[src/rtl/fpu_pkg.sv]
// Shared definitions for the FPU dispatch path.
//   - fpu_state_e  : dispatcher FSM states
//   - FU_*         : unit index assignment of the attached AXI-Stream cores
//   - FpuDataWDefault : default operand/result width
package fpu_pkg;

  localparam int unsigned FpuDataWDefault = 32;

  // Unit indices as wired at the top level; fsqrt/ftoi/itof will follow.
  localparam int unsigned FU_FADD = 0;
  localparam int unsigned FU_FSUB = 1;
  localparam int unsigned FU_FMUL = 2;
  localparam int unsigned FU_FDIV = 3;

  typedef enum logic [1:0] {
    StIdle,
    StSend,
    StWait,
    StResp
  } fpu_state_e;

endpackage

[src/rtl/fpu_watchdog.sv]
// Loadable down-counter used as an operation watchdog.
//   clk, rstn   : clock, synchronous active-low reset
//   clear       : force the count to zero (highest priority after reset)
//   load        : load load_value
//   load_value  : value loaded on load
//   enable      : count down by one per cycle, saturating at zero
//   expired     : enable is high and the count has reached zero
module fpu_watchdog #(
  parameter int unsigned WIDTH = 10
) (
  input  logic             clk,
  input  logic             rstn,
  input  logic             clear,
  input  logic             load,
  input  logic [WIDTH-1:0] load_value,
  input  logic             enable,
  output logic             expired
);

  logic [WIDTH-1:0] count_q, count_d;

  always_comb begin
    count_d = count_q;
    if (clear) begin
      count_d = '0;
    end else if (load) begin
      count_d = load_value;
    end else if (enable && (count_q != '0)) begin
      count_d = count_q - 1'b1;
    end
  end

  always_ff @(posedge clk) begin
    if (!rstn) begin
      count_q <= '0;
    end else begin
      count_q <= count_d;
    end
  end

  assign expired = enable && (count_q == '0);

endmodule

[src/rtl/fpu_axis_dispatch.sv]
// Dispatcher between the CPU execute stage and NUM_UNITS AXI4-Stream FP cores.
//   clk, rstn            : clock, synchronous active-low reset
//   req_*                : CPU request (valid/ready, unit select, operands a/b)
//   rsp_*                : CPU response (valid/ready, data, err)
//   busy                 : an operation is in progress or a response is pending
//   unit_a_* / unit_b_*  : per-unit operand streams, unit i at [i*DATA_W +: DATA_W]
//   unit_r_*             : per-unit result streams, same layout
// Operands are broadcast on every slice; only tvalid/tready are steered to the
// selected unit. A watchdog converts a hung core into an error response.
module fpu_axis_dispatch
  import fpu_pkg::*;
#(
  parameter int unsigned DATA_W         = FpuDataWDefault,
  parameter int unsigned NUM_UNITS      = 4,
  parameter int unsigned UNIT_W         = 2,
  parameter int unsigned TIMEOUT_CYCLES = 1024
) (
  input  logic                        clk,
  input  logic                        rstn,
  input  logic                        req_valid,
  output logic                        req_ready,
  input  logic [UNIT_W-1:0]           req_unit,
  input  logic [DATA_W-1:0]           req_a,
  input  logic [DATA_W-1:0]           req_b,
  output logic                        rsp_valid,
  input  logic                        rsp_ready,
  output logic [DATA_W-1:0]           rsp_data,
  output logic                        rsp_err,
  output logic                        busy,
  output logic [NUM_UNITS*DATA_W-1:0] unit_a_tdata,
  output logic [NUM_UNITS-1:0]        unit_a_tvalid,
  input  logic [NUM_UNITS-1:0]        unit_a_tready,
  output logic [NUM_UNITS*DATA_W-1:0] unit_b_tdata,
  output logic [NUM_UNITS-1:0]        unit_b_tvalid,
  input  logic [NUM_UNITS-1:0]        unit_b_tready,
  input  logic [NUM_UNITS*DATA_W-1:0] unit_r_tdata,
  input  logic [NUM_UNITS-1:0]        unit_r_tvalid,
  output logic [NUM_UNITS-1:0]        unit_r_tready
);

  // Watchdog counts TIMEOUT_CYCLES-1 down to zero from operand issue.
  localparam int unsigned TimerW = (TIMEOUT_CYCLES > 1) ? $clog2(TIMEOUT_CYCLES) : 1;
  localparam logic [TimerW-1:0] TimerLoad =
      (TIMEOUT_CYCLES == 0) ? '0 : TimerW'(TIMEOUT_CYCLES - 1);
  localparam bit WdOn = (TIMEOUT_CYCLES != 0);

  fpu_state_e          state_q, state_d;
  logic [UNIT_W-1:0]   unit_q, unit_d;
  logic [DATA_W-1:0]   opa_q, opa_d;
  logic [DATA_W-1:0]   opb_q, opb_d;
  logic                a_done_q, a_done_d;
  logic                b_done_q, b_done_d;
  logic [DATA_W-1:0]   rsp_data_q, rsp_data_d;
  logic                rsp_err_q, rsp_err_d;

  logic [NUM_UNITS-1:0] sel;
  logic                 a_rdy, b_rdy, r_vld;
  logic [DATA_W-1:0]    r_data;
  logic                 req_legal;
  logic                 wd_load, wd_en, wd_clear, wd_expired, timeout;

  // One-hot decode of the latched unit; an illegal index never reaches SEND.
  always_comb begin
    sel = '0;
    for (int unsigned i = 0; i < NUM_UNITS; i++) begin
      sel[i] = (unit_q == UNIT_W'(i));
    end
  end

  always_comb begin
    r_data = '0;
    for (int unsigned i = 0; i < NUM_UNITS; i++) begin
      if (sel[i]) begin
        r_data = unit_r_tdata[i*DATA_W +: DATA_W];
      end
    end
  end

  assign a_rdy     = |(unit_a_tready & sel);
  assign b_rdy     = |(unit_b_tready & sel);
  assign r_vld     = |(unit_r_tvalid & sel);
  assign req_legal = (32'(req_unit) < NUM_UNITS);

  assign wd_load  = (state_q == StIdle) && req_valid;
  assign wd_en    = (state_q == StSend) || (state_q == StWait);
  assign wd_clear = (state_q == StResp);
  assign timeout  = WdOn && wd_expired;

  fpu_watchdog #(
    .WIDTH (TimerW)
  ) u_watchdog (
    .clk        (clk),
    .rstn       (rstn),
    .clear      (wd_clear),
    .load       (wd_load),
    .load_value (TimerLoad),
    .enable     (wd_en),
    .expired    (wd_expired)
  );

  always_comb begin
    state_d    = state_q;
    unit_d     = unit_q;
    opa_d      = opa_q;
    opb_d      = opb_q;
    a_done_d   = a_done_q;
    b_done_d   = b_done_q;
    rsp_data_d = rsp_data_q;
    rsp_err_d  = rsp_err_q;

    unique case (state_q)
      StIdle: begin
        if (req_valid) begin
          unit_d   = req_unit;
          opa_d    = req_a;
          opb_d    = req_b;
          a_done_d = 1'b0;
          b_done_d = 1'b0;
          if (req_legal) begin
            state_d = StSend;
          end else begin
            state_d    = StResp;
            rsp_data_d = '0;
            rsp_err_d  = 1'b1;
          end
        end
      end
      StSend: begin
        // tvalid is high exactly while the channel is not yet done.
        a_done_d = a_done_q || a_rdy;
        b_done_d = b_done_q || b_rdy;
        if (a_done_d && b_done_d) begin
          state_d = StWait;
        end else if (timeout) begin
          state_d    = StResp;
          rsp_data_d = '0;
          rsp_err_d  = 1'b1;
        end
      end
      StWait: begin
        if (r_vld) begin
          state_d    = StResp;
          rsp_data_d = r_data;
          rsp_err_d  = 1'b0;
        end else if (timeout) begin
          state_d    = StResp;
          rsp_data_d = '0;
          rsp_err_d  = 1'b1;
        end
      end
      StResp: begin
        if (rsp_ready) begin
          state_d = StIdle;
        end
      end
      default: state_d = StIdle;
    endcase
  end

  always_ff @(posedge clk) begin
    if (!rstn) begin
      state_q    <= StIdle;
      unit_q     <= '0;
      opa_q      <= '0;
      opb_q      <= '0;
      a_done_q   <= 1'b0;
      b_done_q   <= 1'b0;
      rsp_data_q <= '0;
      rsp_err_q  <= 1'b0;
    end else begin
      state_q    <= state_d;
      unit_q     <= unit_d;
      opa_q      <= opa_d;
      opb_q      <= opb_d;
      a_done_q   <= a_done_d;
      b_done_q   <= b_done_d;
      rsp_data_q <= rsp_data_d;
      rsp_err_q  <= rsp_err_d;
    end
  end

  assign req_ready = (state_q == StIdle);
  assign busy      = (state_q != StIdle);
  assign rsp_valid = (state_q == StResp);
  assign rsp_data  = rsp_data_q;
  assign rsp_err   = rsp_err_q;

  assign unit_a_tdata  = {NUM_UNITS{opa_q}};
  assign unit_b_tdata  = {NUM_UNITS{opb_q}};
  assign unit_a_tvalid = ((state_q == StSend) && !a_done_q) ? sel : '0;
  assign unit_b_tvalid = ((state_q == StSend) && !b_done_q) ? sel : '0;
  assign unit_r_tready = (state_q == StWait) ? sel : '0;

endmodule

[config.mk]
export PLATFORM = sky130hd
export DESIGN_NAME = fpu_axis_dispatch
export DESIGN_NICKNAME = d
export VERILOG_FILES = /design/src/rtl/fpu_pkg.sv /design/src/rtl/fpu_watchdog.sv /design/src/rtl/fpu_axis_dispatch.sv
export SDC_FILE = /design/constraint.sdc
export NUM_CORES = 1
export LEC_CHECK = 0
export CAP_MARGIN = 20
export CELL_PAD_IN_SITES_DETAIL_PLACEMENT = 1
export CELL_PAD_IN_SITES_GLOBAL_PLACEMENT = 1
export CORE_AREA = 5 5 195 197
export DETAILED_ROUTE_END_ITERATION = 10
export DIE_AREA = 0 0 200 202
export PLACE_DENSITY_LB_ADDON = 0.1
export SLEW_MARGIN = 20
export SYNTH_ARGS = -nofsm -noshare
export SYNTH_HDL_FRONTEND = slang
export SYNTH_SLANG_ARGS = --single-unit
[constraint.sdc]
create_clock -name clk -period 2.5 [get_ports clk]
set_input_delay 0.625 -clock clk [delete_from_list [all_inputs] [get_ports clk]]
set_output_delay 0.625 -clock clk [all_outputs]
set_load 0.01 [all_outputs]
==> impl_metrics.toml <==
[yosys]
synth.area.top_cells = "dfxtp_1 33%, buf_4 21%, nand2_1 11%, mux4_2 11%, a21boi_0 7.4%"
yosysTopAreaCell = "dfxtp_1"
synth_top_cell_area_share_pct = 33.2
synthesis.area_um2 = 6820
synth-seq-cells = 113
ys_seq_area_share_pct = 33.2
synth.distinct_cells = 40
synth_edf_count = 0
syn-num-nets = 1007
synthArstFlopShare_pct = 0
yosysWarningCount = 0
avgSynthCellArea_um2 = 8.63
synth_flop_cell = "dfxtp_1"
netlist_instances = 790

[routing]
ant_nets = 0
first_pass_iters = 4
met3WireLength_um = 3060
wl_per_cell_um = 19.9
m1WireLength_um = 10700
wl_met2_um = 17200
drtIter0Drc = 151
highest_layer = "met5"
via_per_inst = 4.09
vias = 6458
drt_wl_total_um = 31500
drc = 0

[outcome]
status = "finished, final reports clean"

[cts]
numCtsBuffers = 17
clkSinkCount = 113
cts_tree = "done"
clk_pin_slew_worst_paths_ps = 60
cts_buffer_depth = 2
hold_buffers = 0
clock_latency_ps = 410
htreeDepth = 4
cts-root-buf = "clkbuf_16"

[sta]
fin_tns_setup_ps = 0
fin_crit_sh_pct = 96.3
hold_slack_ps = 470
worstMarginPinSlew_ps = 524
rsz0062_at_grt = "true"
slew_viol_final = 0
max_freq_mhz = 415
hold_viol_final = 0
relSlewSlack_pct = 65.1
clock_skew_ps = 11.1
period_needed_ps = 2410
setup_violations = 0

[final_layout]
fillerInstances = 4118
final_cells = 1580
num-nets-final = 1317
drive_above_1_share_pct = 8.72
final_common_cell = "clkdlybuf4s50_1"
n_antenna_cell = 0
syn2layout_area_growth_pct = 72.5
layout_common_cells = "499 x clkdlybuf4s50_1, 203 x nand2_1, 111 x dfxtp_1"
fin_util_pct = 32.6

[min_path]
whs_path_depth = 2
hp-class = "flip-flop to flip-flop"
holdPathEnd = "rsp_data[30]$_SDFFE_PN0P_"
min_from = "rsp_data[30]$_SDFFE_PN0P_"

[worst_setup_path]
critPathCaptureType = "output pin"
worstSetupStartpoint = "state_q[0]$_SDFFE_PN0P_"
crit_fanout = 6
cp_data_required_time_ps = 1880
path_delay_family = "buffers and inverters"
timing.rr.start = "state_q[0]$_SDFFE_PN0P_"
path_buf_inv = 2
worstReg2RegEnd = "u_watchdog.count_q[8]$_SDFFE_PP0P_"
cp_slowest_stage_delay_ps = 590
critPathKind = "flip-flop to output pin"
path_cells = "inv_1, ha_2, clkdlybuf4s50_1"
r2r_cells = 7
cpMaxStageDelayCell = "clkdlybuf4s50_1"
cp.arrival_ps = 1780
reg2reg_setup_slack_ps = 190
cp-start-kind = "flip-flop"

[grt]
antenna_found_initial = 1
grt_max_degree = 77
track_usage_pct = 14.7
grt_pass1_vias = 6878
grt_remaining_overflow = 0
grt_pass1_wl_um = 44600

[die]
die_y_um = 202
core_um2 = 36100
die_area_um2 = 40400
die_w_um = 200
placementRows = 70
initial_core_util_pct = 18.9
ios = 514

[power_and_ir_drop]
p_per_area_nw_per_um2 = 554
p_leak_nw = 4.16
irDropWorstVdd_mv = 0.444
p_total_mw = 6.52

[place]
port-buffer-count = 513
dp_hpwl_um = 25800
gp_congestion = 0.734
dp_cells = 1549

[flow_run]
drv_cap = 0
-- where the power goes --
part / switching [mW] / internal (mW) / total [mW]
sequential: 0.168 / 1.92 / 2.09
combinational: 0.753 / 1.10 / 1.85
clock: 0.922 / 1.66 / 2.58
total: 1.84 / 4.67 / 6.52
-- worst max path at each step --
stage | to | cells after the start
2_1_floorplan | u_watchdog.count_q[9]$_SDFFE_PP0P_ | 7
3_3_place_gp | rsp_data[18]$_SDFFE_PN0P_ | 7
3_5_place_dp | rsp_data[9]$_SDFFE_PN0P_ | 7
4_1_cts | req_ready | 3
5_1_grt | req_ready | 3
6_report | req_ready | 3
-- logic make-up after synthesis --
family / synth area share (%)
buffers and inverters: 24.4
and+or+nand+nor: 14.9
AOI/OAI and AO/OA: 13.7
DFF: 33.2
muxes: 11.7
xor gates and xnor gates: 0.899
adders and majority gates: 1.28
-- repair_timing --
action / 4_1_cts / 5_1_grt
gates resized for setup: 17 / 1
pin swaps: 0 / 1
buffers inserted: 0 / 0
gates cloned: 0 / 0
endpoints found under the setup margin: 13 / 3
-- worst min-delay path: cells and delay by family (launching register included) --
| family | cells | cell delay [ps] |
|---|---|---|
| DFF | 1 | 300 |
| and+or+nand+nor | 1 | 50 |
| AOI/OAI and AO/OA | 1 | 60 |
-- routing by layer --
metal | GRT usage (%) | vias up
met2 | 28.4 | 284
met3 | 5.32 | 24
li1 | - | 3078
met4 | 3.57 | 2
met1 | 14.7 | 3070
met5 | 0 | -
-- layout make-up --
cell class,count,area [µm²],area share [%]
Sequential cell,113,2270,19.3
Inverter,8,30.0,0.255
Timing Repair Buffer,531,5350,45.5
Clock buffer,17,425,3.62
Multi-Input combinational cell,429,2910,24.8
Tap cell,468,586,4.98
Clock inverter,14,189,1.61
-- stage by stage --
stage                     area [µm²]  setup WS [ps]
after global placement         11100           40.5
after CTS                      11800           44.7
after global routing           11800        -0.0691
after floorplan                 6820            420
final                          11800           93.2
after detailed placement       11100           16.8
-- state kept, by name, summed over array words and instances (netlist names) --
name                count
b_done_q                1
opa_q                  32
opb_q                  32
u_watchdog.count_q     10
state_q                 2
a_done_q                1
unit_q                  2
rsp_err                 1
rsp_data               32
-- synthesized netlist by cell type, types with 3 or more instances --
library cell,instances
a21boi_0,67
xnor2_1,4
nor2b_1,3
mux2_2,3
a21oi_1,11
ha_1,7
inv_1,8
mux4_2,32
nor2_1,15
nand2_1,204
and2_1,3
nand2b_1,6
buf_2,9
xor2_1,3
o22ai_1,34
o21ai_0,4
mux2i_1,4
buf_4,192
buf_1,8
dfxtp_1,113
nor3_1,5
clkbuf_1,31
(Power assumes the default switching activity.)
